`src/rtl/com_sync_fifo_mode_if.sv`:
```
// Producer/consumer bundle of com_sync_fifo_mode: write side, read side,
// level/threshold flags and sticky error flags.
interface com_sync_fifo_mode_if #(
  parameter int DW    = 8,
  parameter int DEPTH = 4
);
  localparam int CW = $clog2(DEPTH + 1);

  logic          clear;
  logic          wr_en;
  logic [DW-1:0] wr_data;
  logic          wr_full;
  logic          wr_afull;
  logic          rd_en;
  logic [DW-1:0] rd_data;
  logic          rd_empty;
  logic          rd_aempty;
  logic [CW-1:0] water_level;
  logic          overflow;
  logic          underflow;

  modport slave (
    input  clear, wr_en, wr_data, rd_en,
    output wr_full, wr_afull, rd_data, rd_empty, rd_aempty,
           water_level, overflow, underflow
  );

  modport master (
    output clear, wr_en, wr_data, rd_en,
    input  wr_full, wr_afull, rd_data, rd_empty, rd_aempty,
           water_level, overflow, underflow
  );
endinterface

```
`src/rtl/com_sync_fifo_mode.sv`:
```
// Synchronous FIFO with arbitrary depth, standard or first-word-fall-through
// read mode, programmable almost-full/almost-empty and sticky error flags.
module com_sync_fifo_mode #(
  parameter int DW        = 8,
  parameter int DEPTH     = 4,
  parameter int FWFT      = 0,
  parameter int AFULL_TH  = DEPTH - 1,
  parameter int AEMPTY_TH = 1
) (
  input  logic clk,
  input  logic rst,
  com_sync_fifo_mode_if.slave fifo
);
  localparam int CW = $clog2(DEPTH + 1);
  localparam int PW = (DEPTH > 1) ? $clog2(DEPTH) : 1;
  localparam logic [CW-1:0] C_DEPTH  = CW'(DEPTH);
  localparam logic [CW-1:0] C_AFULL  = CW'(AFULL_TH);
  localparam logic [CW-1:0] C_AEMPTY = CW'(AEMPTY_TH);
  localparam logic [CW-1:0] C_ONE    = CW'(1);
  localparam logic [PW-1:0] C_LAST   = PW'(DEPTH - 1);

  if (DEPTH < 2) begin : g_bad_depth
    $error("com_sync_fifo_mode: DEPTH must be >= 2");
  end
  if (AFULL_TH < 1 || AFULL_TH > DEPTH) begin : g_bad_afull
    $error("com_sync_fifo_mode: AFULL_TH must be in 1..DEPTH");
  end
  if (AEMPTY_TH < 0 || AEMPTY_TH > DEPTH - 1) begin : g_bad_aempty
    $error("com_sync_fifo_mode: AEMPTY_TH must be in 0..DEPTH-1");
  end

  // Pointer advance with wrap at the last slot, since DEPTH need not be 2^n.
  function automatic logic [PW-1:0] f_inc(input logic [PW-1:0] ptr);
    f_inc = (ptr == C_LAST) ? {PW{1'b0}} : ptr + PW'(1);
  endfunction

  logic [DW-1:0] r_mem [DEPTH];
  logic [PW-1:0] r_wr_ptr;
  logic [PW-1:0] r_rd_ptr;
  logic [CW-1:0] r_level;
  logic [CW-1:0] w_level_nxt;
  logic [DW-1:0] r_rd_data;
  logic          r_full;
  logic          r_afull;
  logic          r_empty;
  logic          r_aempty;
  logic          r_ovf;
  logic          r_udf;
  logic          w_wr_acc;
  logic          w_rd_acc;

  assign w_wr_acc = fifo.wr_en && !r_full;
  assign w_rd_acc = fifo.rd_en && !r_empty;

  // Next occupancy: a simultaneous accepted read and write cancel out.
  always_comb begin
    w_level_nxt = r_level;
    case ({w_wr_acc, w_rd_acc})
      2'b10:   w_level_nxt = r_level + C_ONE;
      2'b01:   w_level_nxt = r_level - C_ONE;
      default: w_level_nxt = r_level;
    endcase
  end

  // Storage array, intentionally not reset.
  always_ff @(posedge clk) begin
    if (!rst && !fifo.clear && w_wr_acc) begin
      r_mem[r_wr_ptr] <= fifo.wr_data;
    end
  end

  // Pointers, level, flags and sticky errors; clear behaves like reset.
  always_ff @(posedge clk) begin
    if (rst || fifo.clear) begin
      r_wr_ptr  <= {PW{1'b0}};
      r_rd_ptr  <= {PW{1'b0}};
      r_level   <= {CW{1'b0}};
      r_rd_data <= {DW{1'b0}};
      r_full    <= 1'b0;
      r_afull   <= 1'b0;
      r_empty   <= 1'b1;
      r_aempty  <= 1'b1;
      r_ovf     <= 1'b0;
      r_udf     <= 1'b0;
    end else begin
      if (w_wr_acc) begin
        r_wr_ptr <= f_inc(r_wr_ptr);
      end
      if (w_rd_acc) begin
        r_rd_ptr <= f_inc(r_rd_ptr);
        if (FWFT == 0) begin
          r_rd_data <= r_mem[r_rd_ptr];
        end
      end
      r_level  <= w_level_nxt;
      r_full   <= (w_level_nxt == C_DEPTH);
      r_afull  <= (w_level_nxt >= C_AFULL);
      r_empty  <= (w_level_nxt == {CW{1'b0}});
      r_aempty <= (w_level_nxt <= C_AEMPTY);
      r_ovf    <= r_ovf | (fifo.wr_en & r_full);
      r_udf    <= r_udf | (fifo.rd_en & r_empty);
    end
  end

  // FWFT shows the head slot directly; standard mode shows the popped word.
  assign fifo.rd_data     = (FWFT != 0) ? r_mem[r_rd_ptr] : r_rd_data;
  assign fifo.wr_full     = r_full;
  assign fifo.wr_afull    = r_afull;
  assign fifo.rd_empty    = r_empty;
  assign fifo.rd_aempty   = r_aempty;
  assign fifo.water_level = r_level;
  assign fifo.overflow    = r_ovf;
  assign fifo.underflow   = r_udf;
endmodule

```
`src/flat_wrapper.sv`:
```
// flat-port wrapper written by rule: the top's interface ports become plain ports
module com_sync_fifo_mode_flat 
#(
  parameter int DW        = 8,
  parameter int DEPTH     = 4,
  parameter int FWFT      = 0,
  parameter int AFULL_TH  = DEPTH - 1,
  parameter int AEMPTY_TH = 1
)
  (clk, rst, fifo_clear, fifo_wr_en, fifo_wr_data, fifo_rd_en, fifo_wr_full, fifo_wr_afull, fifo_rd_data, fifo_rd_empty, fifo_rd_aempty, fifo_water_level, fifo_overflow, fifo_underflow);
  com_sync_fifo_mode_if #(.DW(DW), .DEPTH(DEPTH)) fifo_i ();
  input  logic clk;
  input  logic rst;
  input wire logic [$bits(fifo_i.clear)-1:0] fifo_clear;
  input wire logic [$bits(fifo_i.wr_en)-1:0] fifo_wr_en;
  input wire logic [$bits(fifo_i.wr_data)-1:0] fifo_wr_data;
  input wire logic [$bits(fifo_i.rd_en)-1:0] fifo_rd_en;
  output wire logic [$bits(fifo_i.wr_full)-1:0] fifo_wr_full;
  output wire logic [$bits(fifo_i.wr_afull)-1:0] fifo_wr_afull;
  output wire logic [$bits(fifo_i.rd_data)-1:0] fifo_rd_data;
  output wire logic [$bits(fifo_i.rd_empty)-1:0] fifo_rd_empty;
  output wire logic [$bits(fifo_i.rd_aempty)-1:0] fifo_rd_aempty;
  output wire logic [$bits(fifo_i.water_level)-1:0] fifo_water_level;
  output wire logic [$bits(fifo_i.overflow)-1:0] fifo_overflow;
  output wire logic [$bits(fifo_i.underflow)-1:0] fifo_underflow;
  assign fifo_i.clear = fifo_clear;
  assign fifo_i.wr_en = fifo_wr_en;
  assign fifo_i.wr_data = fifo_wr_data;
  assign fifo_i.rd_en = fifo_rd_en;
  assign fifo_wr_full = fifo_i.wr_full;
  assign fifo_wr_afull = fifo_i.wr_afull;
  assign fifo_rd_data = fifo_i.rd_data;
  assign fifo_rd_empty = fifo_i.rd_empty;
  assign fifo_rd_aempty = fifo_i.rd_aempty;
  assign fifo_water_level = fifo_i.water_level;
  assign fifo_overflow = fifo_i.overflow;
  assign fifo_underflow = fifo_i.underflow;
  com_sync_fifo_mode #(.DW(DW), .DEPTH(DEPTH), .FWFT(FWFT), .AFULL_TH(AFULL_TH), .AEMPTY_TH(AEMPTY_TH)) u_core (.clk(clk), .rst(rst), .fifo(fifo_i));
endmodule
```
`config.mk`:
```
export PLATFORM = sky130hd
export DESIGN_NAME = com_sync_fifo_mode_flat
export DESIGN_NICKNAME = d
export VERILOG_FILES = /design/src/rtl/com_sync_fifo_mode_if.sv /design/src/rtl/com_sync_fifo_mode.sv /design/src/flat_wrapper.sv
export SDC_FILE = /design/constraint.sdc
export NUM_CORES = 1
export LEC_CHECK = 0
export CORE_MARGIN = 8
export CORE_UTILIZATION = 53
export DETAILED_ROUTE_END_ITERATION = 8
export GPL_ROUTABILITY_DRIVEN = 0
export MAX_ROUTING_LAYER = met4
export PLACE_DENSITY = 0.75
export SKIP_CTS_REPAIR_TIMING = 1
export SLEW_MARGIN = 20
export SYNTH_ARGS = -nofsm -noshare
export SYNTH_HDL_FRONTEND = slang
export SYNTH_SLANG_ARGS = --single-unit
```
`constraint.sdc`:
```
create_clock -name clk -period 2.6 [get_ports clk]
set_input_delay 0.65 -clock clk [delete_from_list [all_inputs] [get_ports clk]]
set_output_delay 0.65 -clock clk [all_outputs]
set_load 0.01 [all_outputs]
```
# Word level (Yosys, flattened, before mapping)
# Memory sizes are Yosys's and may differ from the RTL's. A register that Yosys moved wholly into a read port is not among the register bits.
# Cells that the tools add are included.
# Widths: inputs -> output; s select.
[word_totals]
ram_bits = 32
mem_bits_ro = 0
n_memories = 1
output_inout_bits = 17
latchBits = 0
regBits = 13
input_bits = 13
[memory_table]
columns = ["name", "depth", "word_bits", "read_ports", "rd_clocked_by_memory_dff", "wr", "line", "text"]
rows = [
  ["u_core.r_mem", 4, 8, 1, 1, 1, "com_sync_fifo_mode.sv:37", "logic [DW-1:0] r_mem [DEPTH];"],
]
[op_classes]
n_eq_ne = 5
mul = 0
n_bitwise = 4
order_cmp = 2
shift = 0
n_div = 0
reduce_logical = 10
muxes = 5
add_sub_neg = 4
[ops]
columns = ["cell", "n"]
rows = [
  ["$eq 2x2->1 const B", 3],
  ["$pmux 3 s2", 1],
  ["$add 2x1->2 const B", 2],
  ["$logic_and 1x1->1", 4],
  ["$logic_not 1->1", 4],
  ["$mux 2", 2],
  ["$add 3x1->3 const B", 1],
  ["$eq 3x3->1 const B", 1],
  ["$ge 3x2->1 const B", 1],
  ["$le 3x1->1 const B", 1],
  ["$logic_not 3->1", 1],
  ["$sub 3x1->3 const B", 1],
  ["$and 1x1->1", 2],
  ["$eq 2x1->1 const B", 1],
  ["$mux 1", 2],
  ["$or 1x1->1", 2],
  ["$logic_or 1x1->1", 1],
]

# Longest topological paths before layout
# Gate-level depths: netlist of run 1.
[logic_depth]
word_depth = 5
mapped_depth = 8
ltp_nobuf = 7

# Worst setup path after synthesis of run 1
# OpenSTA, ideal clock, no wires.
[synth_timing]
path_kind = "input port to flip-flop"
start = "input port fifo_rd_en"
end = "register u_core.r_full (netlist: u_core.fifo.wr_full)"
t_required_ns = 2.534
setup_slack_ns = 0.155
setup_time_ns = 0.066
arrival_time_ns = 2.379
cell_stages = 8
cell_sequence = "nand2b_1 -> buf_2 -> inv_1 -> ha_1 -> fa_1 -> xnor2_1 -> or4_4 -> a21oi_2"
[synth_between]
elab_chain_len = 4
[synth_rtl]
columns = ["item", "line", "text"]
rows = [
  ["start, declared", "flat_wrapper.sv:17", "input wire logic [$bits(fifo_i.rd_en)-1:0] fifo_rd_en;"],
  ["$logic_and 1x1->1 (*)", "com_sync_fifo_mode.sv:53", "assign w_rd_acc = fifo.rd_en && !r_empty;"],
  ["net u_core.w_rd_acc", "com_sync_fifo_mode.sv:50", "logic w_rd_acc;"],
  ["$eq 2x1->1 / $eq 2x2->1 (equally long branches)", "com_sync_fifo_mode.sv:58", "case ({w_wr_acc, w_rd_acc})"],
  ["$pmux 3 s2 (*)", "com_sync_fifo_mode.sv:58", ""],
  ["$eq 3x3->1 (*)", "com_sync_fifo_mode.sv:96", "r_full <= (w_level_nxt == C_DEPTH);"],
  ["end signal, assigned", "com_sync_fifo_mode.sv:96", ""],
  ["end, declared", "com_sync_fifo_mode.sv:43", "logic r_full;"],
]
# Mark *: on every way through the listed nets, which the timed path passes. The rest lies on a longest branch.
# A chain may end at the register's enable or synchronous reset.

# Worst setup path after layout of run 1
[layout_timing]
start = "input port fifo_wr_en"
end = "register u_core.r_full (netlist: u_core.fifo.wr_full)"
[layout_between]
elab_chain_len = 4
[layout_rtl]
columns = ["item", "line", "text"]
rows = [
  ["start, declared", "flat_wrapper.sv:15", "input wire logic [$bits(fifo_i.wr_en)-1:0] fifo_wr_en;"],
  ["$logic_and 1x1->1 (*)", "com_sync_fifo_mode.sv:52", "assign w_wr_acc = fifo.wr_en && !r_full;"],
  ["$eq 2x1->1 / $eq 2x2->1 (equally long branches)", "com_sync_fifo_mode.sv:58", ""],
  ["$pmux 3 s2 (*)", "com_sync_fifo_mode.sv:58", ""],
  ["$eq 3x3->1 (*)", "com_sync_fifo_mode.sv:96", ""],
]
# Mark *: on every way between the ends. The rest lies on a longest branch, timed or not.

==> qor.csv, run 1 <==
stage;metric;value;unit
outcome;status;finished, final reports clean;
power;finalPower;1456;µW
clocking;clock_tree.root_cell;clkbuf_8;
synthesis;synth_ff_type;edfxtp_1;
power;p_leak;0.0009614;µW
synthesis;synth_common_cells;32 x edfxtp_1, 21 x dfxtp_1, 20 x nor2_1, 13 x mux2i_1, 8 x mux4_2;
routing;drtPass1Iterations;4;
synthesis;syn-cell-area;0.002082;mm²
power;p_switching;304.0;µW
sta;fin_skew;4.128;ps
global_route;grt_max_degree;16;
clocking;clkTransAtPathRegs;80;ps
synthesis;ys_ff_latch;53;
die;core_area;0.003716;mm²
critical_path;worstPathRequired;2840;ps
synthesis;synthDistinctLibCells;28;
clocking;cts_buffers;5;
power;powerDensity;573.7;mW/mm²
die;die_h;78.68;µm
sta;hold_viol;0;
synthesis;synth_top_area_frac;0.4615;
place;place_hpwl;2578;µm
routing;drc;0;
global_route;overflow;0;
sta;slew_viol_final;0;
sta;finalSetupViolCount;0;
synthesis;ys_warn_count;0;
clocking;clock_latency;300;ps
critical_path;end_kind;register;
final_layout;syn2layout_area_growth;21.87;%
global_route;grt_pass1_wl;6106;µm
clocking;cts_buffer_depth;2;
die;initial_utilization;0.5603;
routing;vias;1166;
die;rows;22;
global_route;grt_pass1_vias;1248;
clocking;cts_tree;built;
place;io_buffers;29;
sta;slew_headroom;0.5768;
global_route;groute.usage.overall;0.1295;
hold_path;hold_class;reg -> reg;
power;ir_drop;0.3971;mV
die;pin_count;30;
sta;max_freq;0.4070;GHz
power;internal_power;1152;µW
sta;rsz0062_at_grt;false;
final_layout;antenna_cells_inserted;0;
synthesis;ys_top_cells_by_area;edfxtp_1 46%, dfxtp_1 20%, mux4_2 8.7%, mux2i_1 6.3%, ha_1 3.6%;
sta;timing.final.crit_period;2457;ps
routing;drt_wl_total;3610;µm
power;clkPwrFrac;0.300;
critical_path;worstPathMaxFanout;3;
power;p_comb_frac;0.075;
routing;post_drt_wl_per_cell;16.33;µm
synthesis;synthArstFlopShare;0;
routing;ant_nets;0;
sta;worstMarginPinSlew;634.0;ps
synthesis;avgSynthCellArea;15.31;µm²
sta;min_period_over_period;0.9451;
critical_path;start_kind;primary input;
final_layout;nNetsFinal;192;
die;dieArea;0.006190;mm²
final_layout;drive_above_1_share;0.1387;
synthesis;syn_inst;136;
final_layout;fill_cells;273;
critical_path;crit_type;in -> reg;
job;max_cap_viol_count;0;
clocking;cts_sinks;53;
synthesis;yosysMostFrequentCell;edfxtp_1;
power;pwr-share-seq;0.626;
synthesis;yosysSeqAreaShare;0.6635;
global_route;antenna_found_initial;0;
power;sw_frac_of_total;0.2088;
routing;viasPerCell;5.276;
clocking;htreeDepth;2;
routing;drt-initial-drc-count;66;
synthesis;synth_edf_count;32;
die;die_w;78.68;µm
critical_path;arrival;2690;ps
synthesis;yosysTopAreaCell;edfxtp_1;
synthesis;syn_nets;156;
sta;tns;0;ps
[layout by cell type, fill, tap and decap left out, drive strengths merged]
| master | count |
|---|---|
| a211oi | 1 |
| o211ai | 2 |
| nand2b | 1 |
| nand2 | 1 |
| or4 | 1 |
| nor3b | 3 |
| mux2i | 13 |
| fa | 1 |
| nor2b | 1 |
| clkdlybuf4s50 | 29 |
| xnor2 | 1 |
| dfxtp | 21 |
| xor2 | 1 |
| inv | 4 |
| and3 | 4 |
| nor3 | 1 |
| mux4 | 8 |
| nor2 | 20 |
| clkinvlp | 1 |
| or2 | 1 |
| o211a | 1 |
| edfxtp | 32 |
| ha | 6 |
| clkbuf | 7 |
| a21oi | 3 |
| nor4 | 1 |
| a31oi | 1 |
| buf | 7 |
[worst paths after layout]
kind	cells past startpoint	end	startpoint	slack, ps
setup reg to reg	7	u_core.fifo.wr_full	u_core.fifo.rd_empty	630
hold / removal	2	u_core.fifo.overflow	u_core.fifo.overflow	480
hold reg to reg	2	u_core.fifo.overflow	u_core.fifo.overflow	480
setup / recovery	8	u_core.fifo.wr_full	fifo_wr_en	140
[metal layers]
layer | track usage | up-vias | wire (µm)
li1 | - | 570 | -
met1 | 0.1421 | 565 | 1570
met2 | 0.2162 | 27 | 1825
met3 | 0.03759 | 4 | 178
met4 | 0.05185 | 0 | 36
met5 | - | - | 0
[final cells by class]
| class | instances | area [µm²] | share of cell area |
|---|---|---|---|
| flip-flops and latches | 53 | 1381 | 0.5444 |
| well taps | 48 | 60.06 | 0.02367 |
| inverters | 4 | 15.01 | 0.005917 |
| clock buffers | 7 | 76.32 | 0.03008 |
| multi-input cells | 72 | 654.4 | 0.2579 |
| clock inverters | 1 | 7.507 | 0.002959 |
| repair buffers | 36 | 342.8 | 0.1351 |
[per-stage QoR]
step	hold slack, ps	utilization	worst slack [ps]	instance area, µm²	std cells
floorplan	502.2	-	154.7	2082	136
global placement	452.1	0.6586	-101.9	2447	213
detailed placement	464.0	0.6586	-165.8	2447	213
CTS	484.1	0.6811	137.4	2531	221
global route	506.3	0.6828	40.74	2537	221
finish	482.9	0.6828	142.8	2537	221
[logic make-up (layout without fill, tap and decap cells)]
| family | after synthesis | in the layout | synth area share |
|---|---|---|---|
| AOI/OAI and AO/OA | 8 | 8 | 0.02765 |
| muxes | 21 | 21 | 0.1490 |
| buffers and inverters | 11 | 48 | 0.02524 |
| adders and majority gates | 7 | 7 | 0.04567 |
| xor gates and xnor gates | 2 | 2 | 0.008415 |
| and+or+nand+nor | 34 | 34 | 0.08053 |
| DFF | 53 | 53 | 0.6635 |
[sequential cells by signal, summed over array words and instances, names as in the netlist, 2 cells and up]
register and flops:
u_core.r_rd_ptr 2, u_core.r_mem 32, u_core.r_wr_ptr 2, u_core.fifo.water_level 3, u_core.fifo.rd_data 8
[critical path: stages]
cell and delay [ps]:
clkdlybuf4s50_1 470, nor2b_1 170, inv_1 60, ha_1 210, fa_1 390, xnor2_1 170, or4_4 440, a21oi_2 140
[power by group through the flow]
stage,sequential (µW),clock [µW],combinational (µW)
2_1_floorplan,931,0,53.0
3_3_place_gp,929,0,104
3_5_place_dp,931,0,108
4_1_cts,911,450,108
5_1_grt,913,477,119
6_report,911,436,109
Note: power is estimated with default switching activity, not from simulation.
==> run 2: changes to the inputs <==
--- a/config.mk
+++ b/config.mk
@@ -10,7 +10,7 @@
 export DETAILED_ROUTE_END_ITERATION = 8
 export GPL_ROUTABILITY_DRIVEN = 0
 export MAX_ROUTING_LAYER = met4
-export PLACE_DENSITY = 0.75
+export PLACE_DENSITY = 0.76
 export SKIP_CTS_REPAIR_TIMING = 1
 export SLEW_MARGIN = 20
 export SYNTH_ARGS = -nofsm -noshare
==> run 2 against run 1 <==
Compared with the run above:
- count of clock-buffer cells in the layout fell by 1
- register-to-register slack lost 40 ps
- power rose by 6.7%
==> qor.csv, run 2 (synthesis results as in run 1) <==
stage;metric;value;unit;change
critical_path;cp-startpoint;fifo_wr_en;;unchanged
sta;slew_viol_final;0;;unchanged
critical_path;start_kind;primary input;;unchanged
clocking;clock_tree.root_cell;clkbuf_8;;unchanged
place;io_buffers;29;;unchanged
clocking;cts_buffer_depth;2;;unchanged
job;max_cap_viol_count;0;;unchanged
global_route;grt_pass1_vias;1266;;was 1248
critical_path;r2r-end;u_core.fifo.wr_full;;unchanged
power;clkPwrFrac;0.344;;was 0.300
clocking;clkTransAtPathRegs;90;ps;was 80 ps
routing;viasPerCell;5.371;;was 5.276
die;pin_count;30;;unchanged
sta;worstMarginPinSlew;649.3;ps;was 634.0 ps
sta;fin_skew;8.647;ps;was 4.128 ps
routing;ant_nets;0;;unchanged
power;p_switching;306.0;µW;was 304.0 µW
sta;tns;0;ps;unchanged
power;powerDensity;606.3;mW/mm²;was 573.7 mW/mm²
final_layout;final_common_cell;edfxtp_1;;unchanged
sta;timing.final.crit_period;2482;ps;was 2457 ps
die;initial_utilization;0.5603;;unchanged
routing;drtPass1Iterations;4;;unchanged
power;pwr-share-seq;0.587;;was 0.626
sta;min_period_over_period;0.9547;;was 0.9451
routing;post_drt_wl_per_cell;16.57;µm;was 16.33 µm
routing;drt-initial-drc-count;54;;was 66
routing;drt_wl_total;3662;µm;was 3610 µm
final_layout;syn2layout_area_growth;23.02;%;was 21.87%
place;place_hpwl;2511;µm;was 2578 µm
outcome;status;finished, final reports clean;;unchanged
critical_path;crit_type;in -> reg;;unchanged
final_layout;drive_above_1_share;0.1445;;was 0.1387
routing;vias;1187;;was 1166
sta;finalSetupViolCount;0;;unchanged
clocking;cts_buffers;5;;unchanged
critical_path;worstPathRequired;2840;ps;about the same
global_route;grt_max_degree;17;;was 16
die;die_h;78.68;µm;unchanged
global_route;grt_pass1_wl;5913;µm;was 6106 µm
power;p_comb_frac;0.069;;was 0.075
place;pre_cts_ws;-166.7;ps;was -165.8 ps
power;internal_power;1247;µW;was 1152 µW
sta;rsz0062_at_grt;false;;unchanged
critical_path;r2r_setup_slack;590;ps;was 630 ps
clocking;cts_sinks;53;;unchanged
sta;fin_hold_ws;473.3;ps;was 482.9 ps
final_layout;regMostFlops;u_core.r_mem;;unchanged
sta;max_freq;0.4029;GHz;was 0.4070 GHz
final_layout;antenna_cells_inserted;0;;unchanged
power;finalPower;1553;µW;was 1456 µW
global_route;antenna_found_initial;0;;unchanged
final_layout;final_cell_mix;32 x edfxtp_1, 29 x clkdlybuf4s50_1, 21 x dfxtp_1, 20 x nor2_1, 13 x mux2i_1;;unchanged
sta;slew_headroom;0.5665;;was 0.5768
power;ir_drop;0.7062;mV;was 0.3971 mV
die;core_area;0.003716;mm²;unchanged
die;dieArea;0.006190;mm²;unchanged
final_layout;nNetsFinal;192;;unchanged
hold_path;hold_depth;2;;unchanged
routing;drc;0;;unchanged
critical_path;arrival;2720;ps;was 2690 ps
hold_path;hold_class;reg -> reg;;unchanged
sta;hold_viol;0;;unchanged
power;sw_frac_of_total;0.1970;;was 0.2088
critical_path;reg2regPathDepth;7;;unchanged
die;rows;22;;unchanged
critical_path;end_kind;register;;unchanged
clocking;clock_latency;300;ps;about the same
clocking;cts_tree;built;;unchanged
global_route;overflow;0;;unchanged
critical_path;endpoint;u_core.fifo.wr_full;;unchanged
final_layout;largest_reg_flops;32;;unchanged
critical_path;worstPathMaxFanout;3;;unchanged
power;p_leak;0.0009781;µW;was 0.0009614 µW
die;die_w;78.68;µm;unchanged
global_route;groute.usage.overall;0.1283;;was 0.1295
critical_path;r2r_start;u_core.fifo.rd_empty;;unchanged
clocking;htreeDepth;2;;unchanged
sta;finalWorstSetupSlack;117.8;ps;was 142.8 ps
-- run 2: final cells by class --
class	instances	area, µm²
clock buffers	6	72.57
clock inverters	2	35.03
fillers	284	1155
inverters	4	15.01
multi-input cells	72	654.4
flip-flops and latches	53	1381
well taps	48	60.06
repair buffers	36	342.8
-- run 2: critical path: stages --
cell,delay [ps]
clkdlybuf4s50_1,470
nor2b_1,170
inv_1,60
ha_1,210
fa_1,390
xnor2_1,170
or4_4,440
a21oi_2,150
-- run 2: power by group through the flow --
stage	combinational (µW)	clock, µW	sequential [µW]
CTS	108	543	911
floorplan	53.0	0	931
global route	118	574	913
global placement	104	0	930
detailed placement	107	0	931
finish	108	534	911
-- run 2: layer usage --
metal / vias up / track usage / part of all wire
li1: 573 / - / -
met1: 587 / 0.1331 / 0.44
met2: 25 / 0.2154 / 0.51
met3: 2 / 0.04328 / 0.044
met4: 0 / 0.05926 / 0.0082
met5: - / - / 0
-- run 2: how the worst min path moves through the flow --
stage | startpoint | end
2_1_floorplan | u_core.fifo.overflow | u_core.fifo.overflow
3_3_place_gp | u_core.fifo.overflow | u_core.fifo.overflow
3_5_place_dp | u_core.fifo.overflow | u_core.fifo.overflow
4_1_cts | u_core.fifo.overflow | u_core.fifo.overflow
5_1_grt | u_core.fifo.rd_data[7] | u_core.fifo.rd_data[7]
6_report | u_core.fifo.overflow | u_core.fifo.overflow
-- run 2: metrics by stage --
stage	std cells	utilization	instance area (µm²)
after floorplan	136	-	2082
after global placement	213	0.6586	2447
after detailed placement	213	0.6586	2447
after CTS	221	0.6875	2555
after global routing	221	0.6892	2561
final	221	0.6892	2561
